## src/rtl/multicycle_ctrl_v2.sv

```systemverilog
// Multi-cycle control FSM for the 16-bit core: sequences fetch/decode/exec/mem/wb.
// Ports: CLK, Reset (sync, active-low), opcode, funct, mem_ready, stall in;
//        datapath controls, state, trap, trap_cause, retired out.
module multicycle_ctrl_v2 #(
    parameter int OPC_W    = 3,
    parameter int FUNCT_W  = 4,
    parameter int ALUOP_W  = 4,
    parameter int WAIT_MAX = 15,
    parameter int CNT_W    = 16
) (
    input  logic               CLK,
    input  logic               Reset,
    input  logic [OPC_W-1:0]   opcode,
    input  logic [FUNCT_W-1:0] funct,
    input  logic               mem_ready,
    input  logic               stall,
    output logic               Branch,
    output logic               IoD,
    output logic               IRWrite,
    output logic               Mem2Reg,
    output logic               MemR,
    output logic               MemW,
    output logic               PCSrc,
    output logic               PCWrite,
    output logic               RegWrite,
    output logic               Decoding,
    output logic [1:0]         ALUSrcA,
    output logic [1:0]         ALUSrcB,
    output logic [1:0]         BranchType,
    output logic [ALUOP_W-1:0] ALUOp,
    output logic [3:0]         state,
    output logic               trap,
    output logic [1:0]         trap_cause,
    output logic [CNT_W-1:0]   retired
);

    localparam int WW = $clog2(WAIT_MAX + 1);

    typedef enum logic [3:0] {
        S_FETCH    = 4'd0,
        S_DECODE   = 4'd1,
        S_RTYPE    = 4'd2,
        S_RITYPE   = 4'd3,
        S_RTYPEEND = 4'd4,
        S_LW1      = 4'd5,
        S_LW2      = 4'd6,
        S_SW       = 4'd7,
        S_JALR     = 4'd8,
        S_BRANCH   = 4'd9,
        S_BRANCH2  = 4'd10,
        S_JAL      = 4'd11,
        S_TRAP     = 4'd15
    } state_t;

    state_t             state_q, state_d;
    logic [WW-1:0]      wait_q, wait_d;
    logic [1:0]         cause_q, cause_d;
    logic [CNT_W-1:0]   ret_q;
    logic               retire;
    logic               timeout;
    logic [ALUOP_W-1:0] alu_map;

    assign timeout = (wait_q == WW'(WAIT_MAX));

    // funct -> ALU operation; load/store functs and reserved codes add
    always_comb begin
        alu_map = '0;
        if (funct <= FUNCT_W'(8))
            alu_map = ALUOP_W'(funct);
        else if (funct == FUNCT_W'(12))
            alu_map = ALUOP_W'(12);
    end

    always_ff @(posedge CLK) begin
        if (!Reset) begin
            state_q <= S_FETCH;
            wait_q  <= '0;
            cause_q <= 2'b00;
            ret_q   <= '0;
        end else begin
            state_q <= state_d;
            wait_q  <= wait_d;
            cause_q <= cause_d;
            if (retire && (ret_q != '1))
                ret_q <= ret_q + CNT_W'(1);
        end
    end

    // Next state. Stall freezes everything; the wait counter only
    // survives a cycle when a memory state keeps waiting.
    always_comb begin
        state_d = state_q;
        wait_d  = wait_q;
        cause_d = cause_q;
        retire  = 1'b0;
        if (!stall) begin
            wait_d = '0;
            case (state_q)
                S_FETCH: begin
                    if (mem_ready) begin
                        state_d = S_DECODE;
                    end else if (timeout) begin
                        state_d = S_TRAP;
                        cause_d = 2'b10;
                    end else begin
                        wait_d = wait_q + WW'(1);
                    end
                end
                S_DECODE: begin
                    if (opcode == OPC_W'(0)) begin
                        state_d = S_RTYPE;
                    end else if (opcode == OPC_W'(1)) begin
                        if (funct == FUNCT_W'(11))
                            state_d = S_JALR;
                        else if (funct >= FUNCT_W'(12))
                            state_d = S_BRANCH;
                        else
                            state_d = S_RITYPE;
                    end else if (opcode == OPC_W'(2)) begin
                        state_d = S_RITYPE;
                    end else if (opcode == OPC_W'(3)) begin
                        state_d = S_FETCH;
                        retire  = 1'b1;
                    end else if (opcode == OPC_W'(4)) begin
                        state_d = S_JAL;
                    end else begin
                        state_d = S_TRAP;
                        cause_d = 2'b01;
                    end
                end
                S_RTYPE: state_d = S_RTYPEEND;
                S_RITYPE: begin
                    if (funct == FUNCT_W'(9))
                        state_d = S_LW1;
                    else if (funct == FUNCT_W'(10))
                        state_d = S_SW;
                    else
                        state_d = S_RTYPEEND;
                end
                S_LW1: begin
                    if (mem_ready) begin
                        state_d = S_LW2;
                    end else if (timeout) begin
                        state_d = S_TRAP;
                        cause_d = 2'b10;
                    end else begin
                        wait_d = wait_q + WW'(1);
                    end
                end
                S_SW: begin
                    if (mem_ready) begin
                        state_d = S_FETCH;
                        retire  = 1'b1;
                    end else if (timeout) begin
                        state_d = S_TRAP;
                        cause_d = 2'b10;
                    end else begin
                        wait_d = wait_q + WW'(1);
                    end
                end
                S_BRANCH: state_d = S_BRANCH2;
                S_RTYPEEND, S_LW2, S_JAL, S_JALR, S_BRANCH2: begin
                    state_d = S_FETCH;
                    retire  = 1'b1;
                end
                S_TRAP: state_d = S_TRAP;
                default: state_d = S_FETCH;
            endcase
        end
    end

    // Moore outputs, then stall masks every write/access enable
    always_comb begin
        Branch     = 1'b0;
        IoD        = 1'b0;
        IRWrite    = 1'b0;
        Mem2Reg    = 1'b0;
        MemR       = 1'b0;
        MemW       = 1'b0;
        PCSrc      = 1'b0;
        PCWrite    = 1'b0;
        RegWrite   = 1'b0;
        Decoding   = 1'b0;
        ALUSrcA    = 2'd0;
        ALUSrcB    = 2'd0;
        BranchType = 2'd0;
        ALUOp      = '1;
        case (state_q)
            S_FETCH: begin
                ALUOp   = '0;
                ALUSrcB = 2'd1;
                MemR    = 1'b1;
                IRWrite = mem_ready;
                PCWrite = mem_ready;
            end
            S_DECODE: Decoding = 1'b1;
            S_RTYPE: begin
                ALUSrcA = 2'd2;
                ALUOp   = alu_map;
            end
            S_RITYPE: begin
                ALUSrcA = 2'd2;
                ALUSrcB = 2'd2;
                ALUOp   = alu_map;
            end
            S_RTYPEEND: RegWrite = 1'b1;
            S_LW1: begin
                IoD  = 1'b1;
                MemR = 1'b1;
            end
            S_LW2: begin
                Mem2Reg  = 1'b1;
                RegWrite = 1'b1;
            end
            S_SW: begin
                IoD  = 1'b1;
                MemW = mem_ready;
            end
            S_JALR: begin
                ALUSrcA  = 2'd3;
                ALUSrcB  = 2'd2;
                ALUOp    = ALUOP_W'(12);
                RegWrite = 1'b1;
            end
            S_BRANCH: begin
                ALUSrcB    = 2'd2;
                ALUOp      = '0;
                Branch     = 1'b1;
                BranchType = funct[1:0];
            end
            S_BRANCH2: begin
                ALUSrcA    = 2'd2;
                ALUOp      = ALUOP_W'(1);
                Branch     = 1'b1;
                BranchType = funct[1:0];
                PCSrc      = 1'b1;
                PCWrite    = 1'b1;
            end
            S_JAL: begin
                ALUSrcA = 2'd3;
                ALUSrcB = 2'd2;
                ALUOp   = ALUOP_W'(12);
                PCWrite = 1'b1;
            end
            default: ;
        endcase
        if (stall) begin
            IRWrite  = 1'b0;
            PCWrite  = 1'b0;
            RegWrite = 1'b0;
            MemW     = 1'b0;
            MemR     = 1'b0;
        end
    end

    assign state      = state_q;
    assign trap       = (state_q == S_TRAP);
    assign trap_cause = cause_q;
    assign retired    = ret_q;

endmodule

```

## config.mk

```make
export PLATFORM = sky130hd
export DESIGN_NAME = multicycle_ctrl_v2
export DESIGN_NICKNAME = d
export VERILOG_FILES = /design/src/rtl/multicycle_ctrl_v2.sv
export SDC_FILE = /design/constraint.sdc
export NUM_CORES = 1
export LEC_CHECK = 0
export BUFFER_PORTS_ARGS = -buffer_cell sky130_fd_sc_hd__buf_2
export CORE_MARGIN = 4
export CORE_UTILIZATION = 40
export CTS_CLUSTER_DIAMETER = 120
export DETAILED_ROUTE_END_ITERATION = 10
export PLACE_DENSITY = 0.72
export SETUP_SLACK_MARGIN = 0.02
export SLEW_MARGIN = 20
export SYNTH_ARGS = -nofsm -noshare
export SYNTH_HDL_FRONTEND = slang
export SYNTH_SLANG_ARGS = --single-unit
```

## constraint.sdc

```tcl
create_clock -name CLK -period 2.06 [get_ports CLK]
set_input_delay 0.103 -clock CLK [delete_from_list [all_inputs] [get_ports CLK]]
set_output_delay 0.103 -clock CLK [all_outputs]
set_load 0.03 [all_outputs]
```

Word level (Yosys, flattened, before mapping)
Cells that the tools add are included.
{"block": "word_totals", "regBits": 26, "out_inout_bits": 43, "wordCells": 108}
{"block": "op_classes", "muxes": 53, "n_reduce_logical": 17, "add_sub_neg": 2, "order_cmp": 2, "bitwise_logic": 1, "n_eq_ne": 29}
{"cell": "$mux W4", "n": 15}
{"cell": "$eq A4 B4 Y1 const B", "n": 10}
{"cell": "$pmux W4 S8", "n": 1}
{"cell": "$mux W1", "n": 20}
{"cell": "$mux W2", "n": 10}
{"cell": "$add A16 B1 Y16 const B", "n": 1}
{"cell": "$eq A4 B3 Y1 const B", "n": 4}
{"cell": "$ne A16 B16 Y1 const B", "n": 1}
{"cell": "$pmux W4 S4", "n": 1}
{"cell": "$reduce_or A2 Y1", "n": 7}
{"cell": "$ne A2 B2 Y1 const B", "n": 6}
{"cell": "$pmux W2 S2", "n": 3}
{"cell": "$reduce_and A9 Y1", "n": 1}
{"cell": "$reduce_or A3 Y1", "n": 3}
{"cell": "$eq A4 B2 Y1 const B", "n": 2}
{"cell": "$eq A3 B2 Y1 const B", "n": 2}
{"cell": "$reduce_or A5 Y1", "n": 1}
{"cell": "$add A4 B1 Y4 const B", "n": 1}
{"cell": "$eq A4 B1 Y1 const B", "n": 1}
{"cell": "$ge A4 B4 Y1 const B", "n": 1}
{"cell": "$le A4 B4 Y1 const B", "n": 1}
{"cell": "$logic_not A4 Y1", "n": 1}
{"cell": "$reduce_or A4 Y1", "n": 1}
{"cell": "$eq A3 B1 Y1 const B", "n": 1}
{"cell": "9 further kinds", "n": 9}

Logic depth before layout (Yosys ltp)
Gate-level depths: netlist of the first run.
{"block": "depth", "word_depth": 8, "mapped_depth": 8, "mapped_depth_nobuf": 6}

Worst setup path before layout of the first run
No wires, ideal clock.
{"block": "synth_timing", "path_type": "flip-flop to output port", "from": "reg state_q[3], in the netlist state[3]", "to": "out PCSrc", "required_time_ps": 1957, "arrival_ps": 2044, "path_stages_with_launch": 5, "n_path_buf": 2, "setup_slack_ps": -87, "path_cell_list": "dfxtp_1 -> clkbuf_1 -> inv_1 -> clkbuf_1 -> nor4_1"}
{"block": "synth_via", "elab_chain_cells": 2}
{"element": "start, declared", "line": "55", "text": "state_t state_q, state_d;"}
{"element": "start signal, assigned", "line": "81", "text": "state_q <= state_d;"}
{"element": "$eq A4 B4 Y1", "line": "188", "text": "case (state_q)"}
{"element": "$mux W1", "line": "188"}
{"element": "end, declared", "line": "23", "text": "output logic PCSrc,"}
Every way passes these cells.

Final worst setup path of the first run
{"block": "layout_timing", "from": "reg state_q[3], in the netlist state[3]", "to": "out PCWrite"}
{"block": "layout_via", "elab_chain_cells": 4, "elab_cells_between_ends": 6, "cone_classes": "eq/ne: 2; mux: 2; reduce/logical: 2"}
{"element": "$eq A4 B4 Y1", "line": "188"}
{"element": "$reduce_or A2 Y1 (no source line)"}
{"element": "$pmux W1 S2 *", "line": "188"}
{"element": "$mux W1 *", "line": "247", "text": "if (stall) begin"}
{"element": "end, declared", "line": "24", "text": "output logic PCWrite,"}
Every way passes the cells marked *; elsewhere a longest branch is shown, timed or not.

==> metrics.yaml, run 1 <==
outcome:
  status: "finished clean"
critical_path:
  r2r_slack_ns: 0.13
  rr_startpoint: "state[1]"
  worstSetupStartpointType: "flop"
  endpoint_kind: "output port"
  worstPathRequired_ns: 1.96
  worst-path-max-fanout: 13
  criticalPathCategory: "flop to output port"
  critPathArrivalTime_ns: 1.86
  r2r_end: "retired[8]"
  r2r_cells: 5
floorplan:
  num_rows: 25
  io_pins: 54
  core_area_um2: 4723
  die_h_um: 77.88
  die_x_um: 77.88
  start_util: 0.4135
  die_area_um2: 6065
grt:
  met2_usage: 0.2877
  grt_pass1_vias: 1941
  grt_overflow: 0
  grt_util_all_layers: 0.1770
  met3_usage: 0.03248
  grt_use_met1: 0.2493
  grt_max_degree: 27
  busiest_layer: "met2"
  grt_pass1_wl_um: 9128
  antenna_found_initial: 0
pwr:
  power_density_nw_per_um2: 473.0
  comb_power_share: 0.254
  p_int_uw: 779.5
  p_leak_uw: 0.001013
  seqPwrFrac: 0.452
  swShare: 0.3154
  p_switching_uw: 359.2
  ir_drop_v: 0.0002662
  p_clk_frac: 0.293
sta:
  tns_ns: 0
  period_needed_ns: 1.964
  finalCritPeriodShare: 0.9534
  rsz0062_at_grt: "false"
  final-max-slew-violation-count: 0
  clock_skew_ns: 0.002193
  relSlewSlack: 0.6977
  setup-violations-final: 0
  final-hold-violation-count: 0
  worst_pin_slew_ns: 0.4534
  max_clock_freq_ghz: 0.5091
logic_synthesis:
  ys_seq_area_frac: 0.2665
  synth_mux_area_frac: 0.02562
  synth_edf_count: 0
  syn_area_um2: 1953
  netlist.area_leader.share: 0.2665
  yosysWarningCount: 0
  synth_cells: 269
  ys_types: 53
  synth_top_family_by_area: "simple AND/OR/NAND/NOR gates"
  synth_top_cell_by_area: "dfxtp_1"
  ys.flop_type: "dfxtp_1"
  synthSimpleGateAreaFrac: 0.3767
  synth_compound_area_frac: 0.2492
  synth_area_leaders: "dfxtp_1 27%, nand2_1 5.8%, a21oi_1 5.4%"
  synthAdderAreaFrac: 0.01281
  synth_nets: 282
  avgSynthCellArea_um2: 7.261
  async_reset_ff_frac: 0
  yosys_register_bits: 26
  synth_xor_xnor_area_share: 0.008969
worst_hold_path:
  hold_path_end: "state[3]"
  hp-start: "stall"
  hold_path_class: "input pin to flop"
  min_path_cells: 3
route:
  vias: 2163
  vias_per_cell: 5.604
  wl_per_cell_um: 13.87
  drtPass1Iterations: 4
  drtIter0Drc: 214
  wirelength_um: 5354
  ant_nets: 0
  drc_errors: 0
clocking:
  h-tree-depth: 1
  cts_buffers: 3
  tritoncts: "yes"
  clkSinkCount: 26
  clk_pin_slew_ns: 0.09
  clk_path_buf_depth: 2
  clk_latency_ns: 0.27
  post_cts_buffers: 0
  clockRootBuffer: "clkbuf_8"
finish:
  fin_cells: 386
  antenna-diode-count: 0
  drive_gt1_frac: 0.2696
  synthToLayoutAreaGrowth_pct: 23.25
  final_nets: 333
  final_common_cell: "buf_2"
  layout_common_cells: "53 x buf_2, 30 x nand2_1, 24 x nor2_1, 24 x dfxtp_1, 21 x a21oi_1"
placement:
  hpwl_um: 4013
  dp.cells: 382
  gp_congestion: 0.8298
  io_buffer_count: 53
job:
  cap_violations: 0
-- cell usage after synthesis (all sizes together), types with 2 or more instances --
cell type	n
o21a	4
o21ai	11
nor4b	2
and3	9
nor3	8
a21o	2
o31a	2
nor2	24
a211oi	2
nand3	8
o31ai	4
and2	4
nand4b	3
nand4	10
a21oi	21
dfxtp	26
o21bai	4
or3	5
and4	3
o32ai	2
nor4	4
buf	5
ha	2
nor2b	3
inv	8
nand2b	13
a31oi	4
mux2i	5
or2	2
a31o	4
o211ai	6
clkbuf	14
nand2	30
-- worst max path at each step --
stage / to / startpoint
after detailed placement: retired[13] / state[1]
after global placement: retired[13] / state[1]
after CTS: retired[8] / state[1]
after floorplan: retired[11] / state[2]
final: PCWrite / state[3]
after global routing: PCWrite / state[3]
-- cell type report --
type,count,area (um^2)
Fill cell,470,2316
Multi-Input combinational cell,216,1348
Sequential cell,26,523.0
Timing Repair Buffer,65,367.9
Tap cell,67,83.83
Clock buffer,4,55.05
Inverter,8,30.03
-- cell families after synthesis --
| logic type | Yosys count |
|---|---|
| and+or+nand+nor | 134 |
| AOI/OAI and AO/OA | 73 |
| buffers and inverters | 27 |
| DFF | 26 |
| muxes | 5 |
| xor gates and xnor gates | 2 |
| adders and majority gates | 2 |
-- layer usage --
| layer | wire length (um) | vias up |
|---|---|---|
| li1 | - | 1094 |
| met3 | 364 | 5 |
| met1 | 2532 | 990 |
| met4 | 19 | 0 |
| met2 | 2438 | 74 |
| met5 | 0 | - |
-- through the flow --
stage	setup slack, ns	utilization	area [um^2]	power [uW]	hold slack [ns]
2_1_floorplan	0.02436	-	1974	725.2	0.2558
4_1_cts	0.07420	0.5068	2394	1148	0.1475
3_5_place_dp	0.09099	0.4951	2338	812.7	0.4445
3_3_place_gp	0.1212	0.4951	2338	809.2	0.4365
6_report	0.09594	0.5097	2407	1139	0.1534
5_1_grt	0.02287	0.5097	2407	1191	0.1927
-- sequential cells by signal (all words and copies together) (netlist names) --
signal      cells
retired        16
state           4
trap_cause      2
wait_q          4
-- critical path, stage by stage (launching register included) --
cell and delay (ns):
dfxtp_1 0.33, buf_4 0.18, or2_2 0.33, or3_1 0.38, o32ai_1 0.13, buf_2 0.24
-- power by group through the flow --
stage	Sequential, uW	Combinational [uW]	Clock [uW]
3_3_place_gp	526	283	0
2_1_floorplan	537	188	0
6_report	515	290	334
5_1_grt	516	316	359
4_1_cts	515	287	346
3_5_place_dp	527	286	0
-- timing repair --
| item | in CTS | in global routing |
|---|---|---|
| setup endpoints to repair | 0 | 7 |
| resized for setup | 0 | 2 |
| hold buffers | 0 | 0 |
| endpoints found under the hold margin | 0 | 0 |
Note: power is estimated with default switching activity, not from simulation.
==> run 2, diff against run 1 <==
- CORE_UTILIZATION: 40 -> 30
- PLACE_DENSITY: 0.72 -> 0.59
==> run 2 against run 1 <==
Register-to-register slack worse by 0.06 ns. Total power is 0.25% higher. Highest routed layer unchanged. Setup slack worse by 0.027 ns.
==> metrics.yaml, run 2 (synthesized netlist as in run 1, its figures left out) <==
finish:
  layout_common_cells: "53 x buf_2, 30 x nand2_1, 24 x nor2_1, 24 x dfxtp_1, 20 x a21oi_1"
  final_common_cell: "buf_2"
  final_nets: 336  # +0.90%
  drive_gt1_frac: 0.2795  # +0.009911
  fin_area_um2: 2437  # +1.2%
  synthToLayoutAreaGrowth_pct: 24.79
  largest_reg_flops: 16  # unchanged
  fillers: 671  # +43%
  antenna-diode-count: 0  # unchanged
grt:
  antenna_found_initial: 0  # unchanged
  grt_overflow: 0  # unchanged
  grt_pass1_wl_um: 9542  # +4.5%
  grt_pass1_vias: 2005  # +3.3%
  grt_util_all_layers: 0.1486  # -0.02843
  grt_max_degree: 27  # unchanged
placement:
  place_area_um2: 2361  # +0.96%
  io_buffer_count: 53  # unchanged
  gp_congestion: 0.8255  # -0.52%
  place_ws_ns: 0.04507  # -0.04593 ns
  hpwl_um: 4198  # +4.6%
sta:
  clock_skew_ns: 0.009505  # +0.007312 ns
  final-max-slew-violation-count: 0  # unchanged
  worst_pin_slew_ns: 0.4875  # +0.03410 ns
  setup-violations-final: 0  # unchanged
  tns_ns: 0  # unchanged
  timing.hold.ws_ns: 0.1924  # +0.03892 ns
  fin_ws_ns: 0.06931  # -0.02663 ns
  final-hold-violation-count: 0  # unchanged
  period_needed_ns: 1.991  # +0.02663 ns
  finalCritPeriodShare: 0.9664  # +0.01293
  rsz0062_at_grt: "false"
  max_clock_freq_ghz: 0.5023  # -1.3%
  relSlewSlack: 0.6750  # -0.02274
floorplan:
  die_x_um: 88.69  # +14%
  die_area_um2: 7865  # +30%
  num_rows: 29  # +16%
  io_pins: 54  # unchanged
  die_h_um: 88.69  # +14%
  start_util: 0.3076  # -0.1059
  core_area_um2: 6350  # +34%
route:
  drc_errors: 0  # unchanged
  wl_per_cell_um: 14.74  # +6.3%
  wirelength_um: 5883  # +9.9%
  vias: 2201  # +1.8%
  ant_nets: 0  # unchanged
  vias_per_cell: 5.516  # -1.6%
  drtIter0Drc: 194  # -9.3%
  drtPass1Iterations: 5  # +1
critical_path:
  worst-path-max-fanout: 13  # unchanged
  worstSetupStartpointType: "flop"
  critPathMaxStageDelay_ns: 0.55  # +0.17 ns
  crit_slowest_cell: "or4b_4"
  r2r_slack_ns: 0.07  # -0.06 ns
  crit_path_cell_trace: "or4b_4 -> nor4_4 -> a31oi_4 -> buf_4 -> o211ai_1 -> o31ai_1"
  cp_top_family: "simple AND/OR/NAND/NOR gates"
  critPathArrivalTime_ns: 2.15  # +0.29 ns
  endpoint_kind: "flop"
  criticalPathCategory: "flop to flop"
  path_buf_inv: 1  # -1
  worstPathRequired_ns: 2.22  # +0.26 ns
pwr:
  ir_drop_v: 0.0003287  # +23%
  power_density_nw_per_um2: 468.3  # -0.99%
  p_leak_uw: 0.001026  # +1.3%
  power_uw: 1141  # +0.25%
clocking:
  clk_pin_slew_ns: 0.10  # about the same
  clk_path_buf_depth: 2  # unchanged
  clk_latency_ns: 0.27  # about the same
  clockRootBuffer: "clkbuf_8"
  tritoncts: "yes"
  cts_buffers: 3  # unchanged
  cts-hold-fix-buffers: 0  # unchanged
  h-tree-depth: 1  # unchanged
  clkSinkCount: 26  # unchanged
  post_cts_buffers: 0  # unchanged
job:
  cap_violations: 0  # unchanged
worst_hold_path:
  hold_path_class: "input pin to flop"
outcome:
  status: "finished clean"
## run 2: worst reg2reg max path, cell delays in order (launching register included)
cell and delay (ns):
dfxtp_1 0.33, or4b_4 0.55, nor4_4 0.32, a31oi_4 0.13, buf_4 0.23, o211ai_1 0.21
o31ai_1 0.11
## run 2: timing repair
action	CTS	global route
setup endpoints to repair	0	12
resized for setup	0	4
hold endpoints to repair	0	0
## run 2: layer usage
layer / vias up / GRT usage / wire length (um)
met5: - / 0 / 0
met4: 0 / 0.03709 / 48
met3: 6 / 0.02514 / 325
met2: 57 / 0.2389 / 2774
met1: 1040 / 0.2060 / 2735
li1: 1098 / - / -
## run 2: stage by stage
step,cells,utilization
floorplan,269,-
finish,399,0.3838
CTS,399,0.3805
global placement,395,0.3718
global route,399,0.3838
detailed placement,395,0.3718
## run 2: final timing paths
check	endpoint	start	cells after the start
max	retired[9]	state[1]	6
min	state[3]	stall	3
max reg2reg	retired[9]	state[1]	6
min reg2reg	wait_q[1]	wait_q[1]	2
## run 2: final cells by class
type | instances | area [um^2] | area share
Sequential cell | 26 | 523.0 | 0.2146
Inverter | 8 | 30.03 | 0.01232
Multi-Input combinational cell | 216 | 1351 | 0.5544
Tap cell | 77 | 96.34 | 0.03953
Timing Repair Buffer | 68 | 381.6 | 0.1566
Clock buffer | 4 | 55.05 | 0.02259
## run 2: report_power, final
group / internal, uW / total, uW / switching (uW)
combinational: 94.2 / 288 / 194
clock: 171 / 340 / 169
sequential: 509 / 514 / 4.41
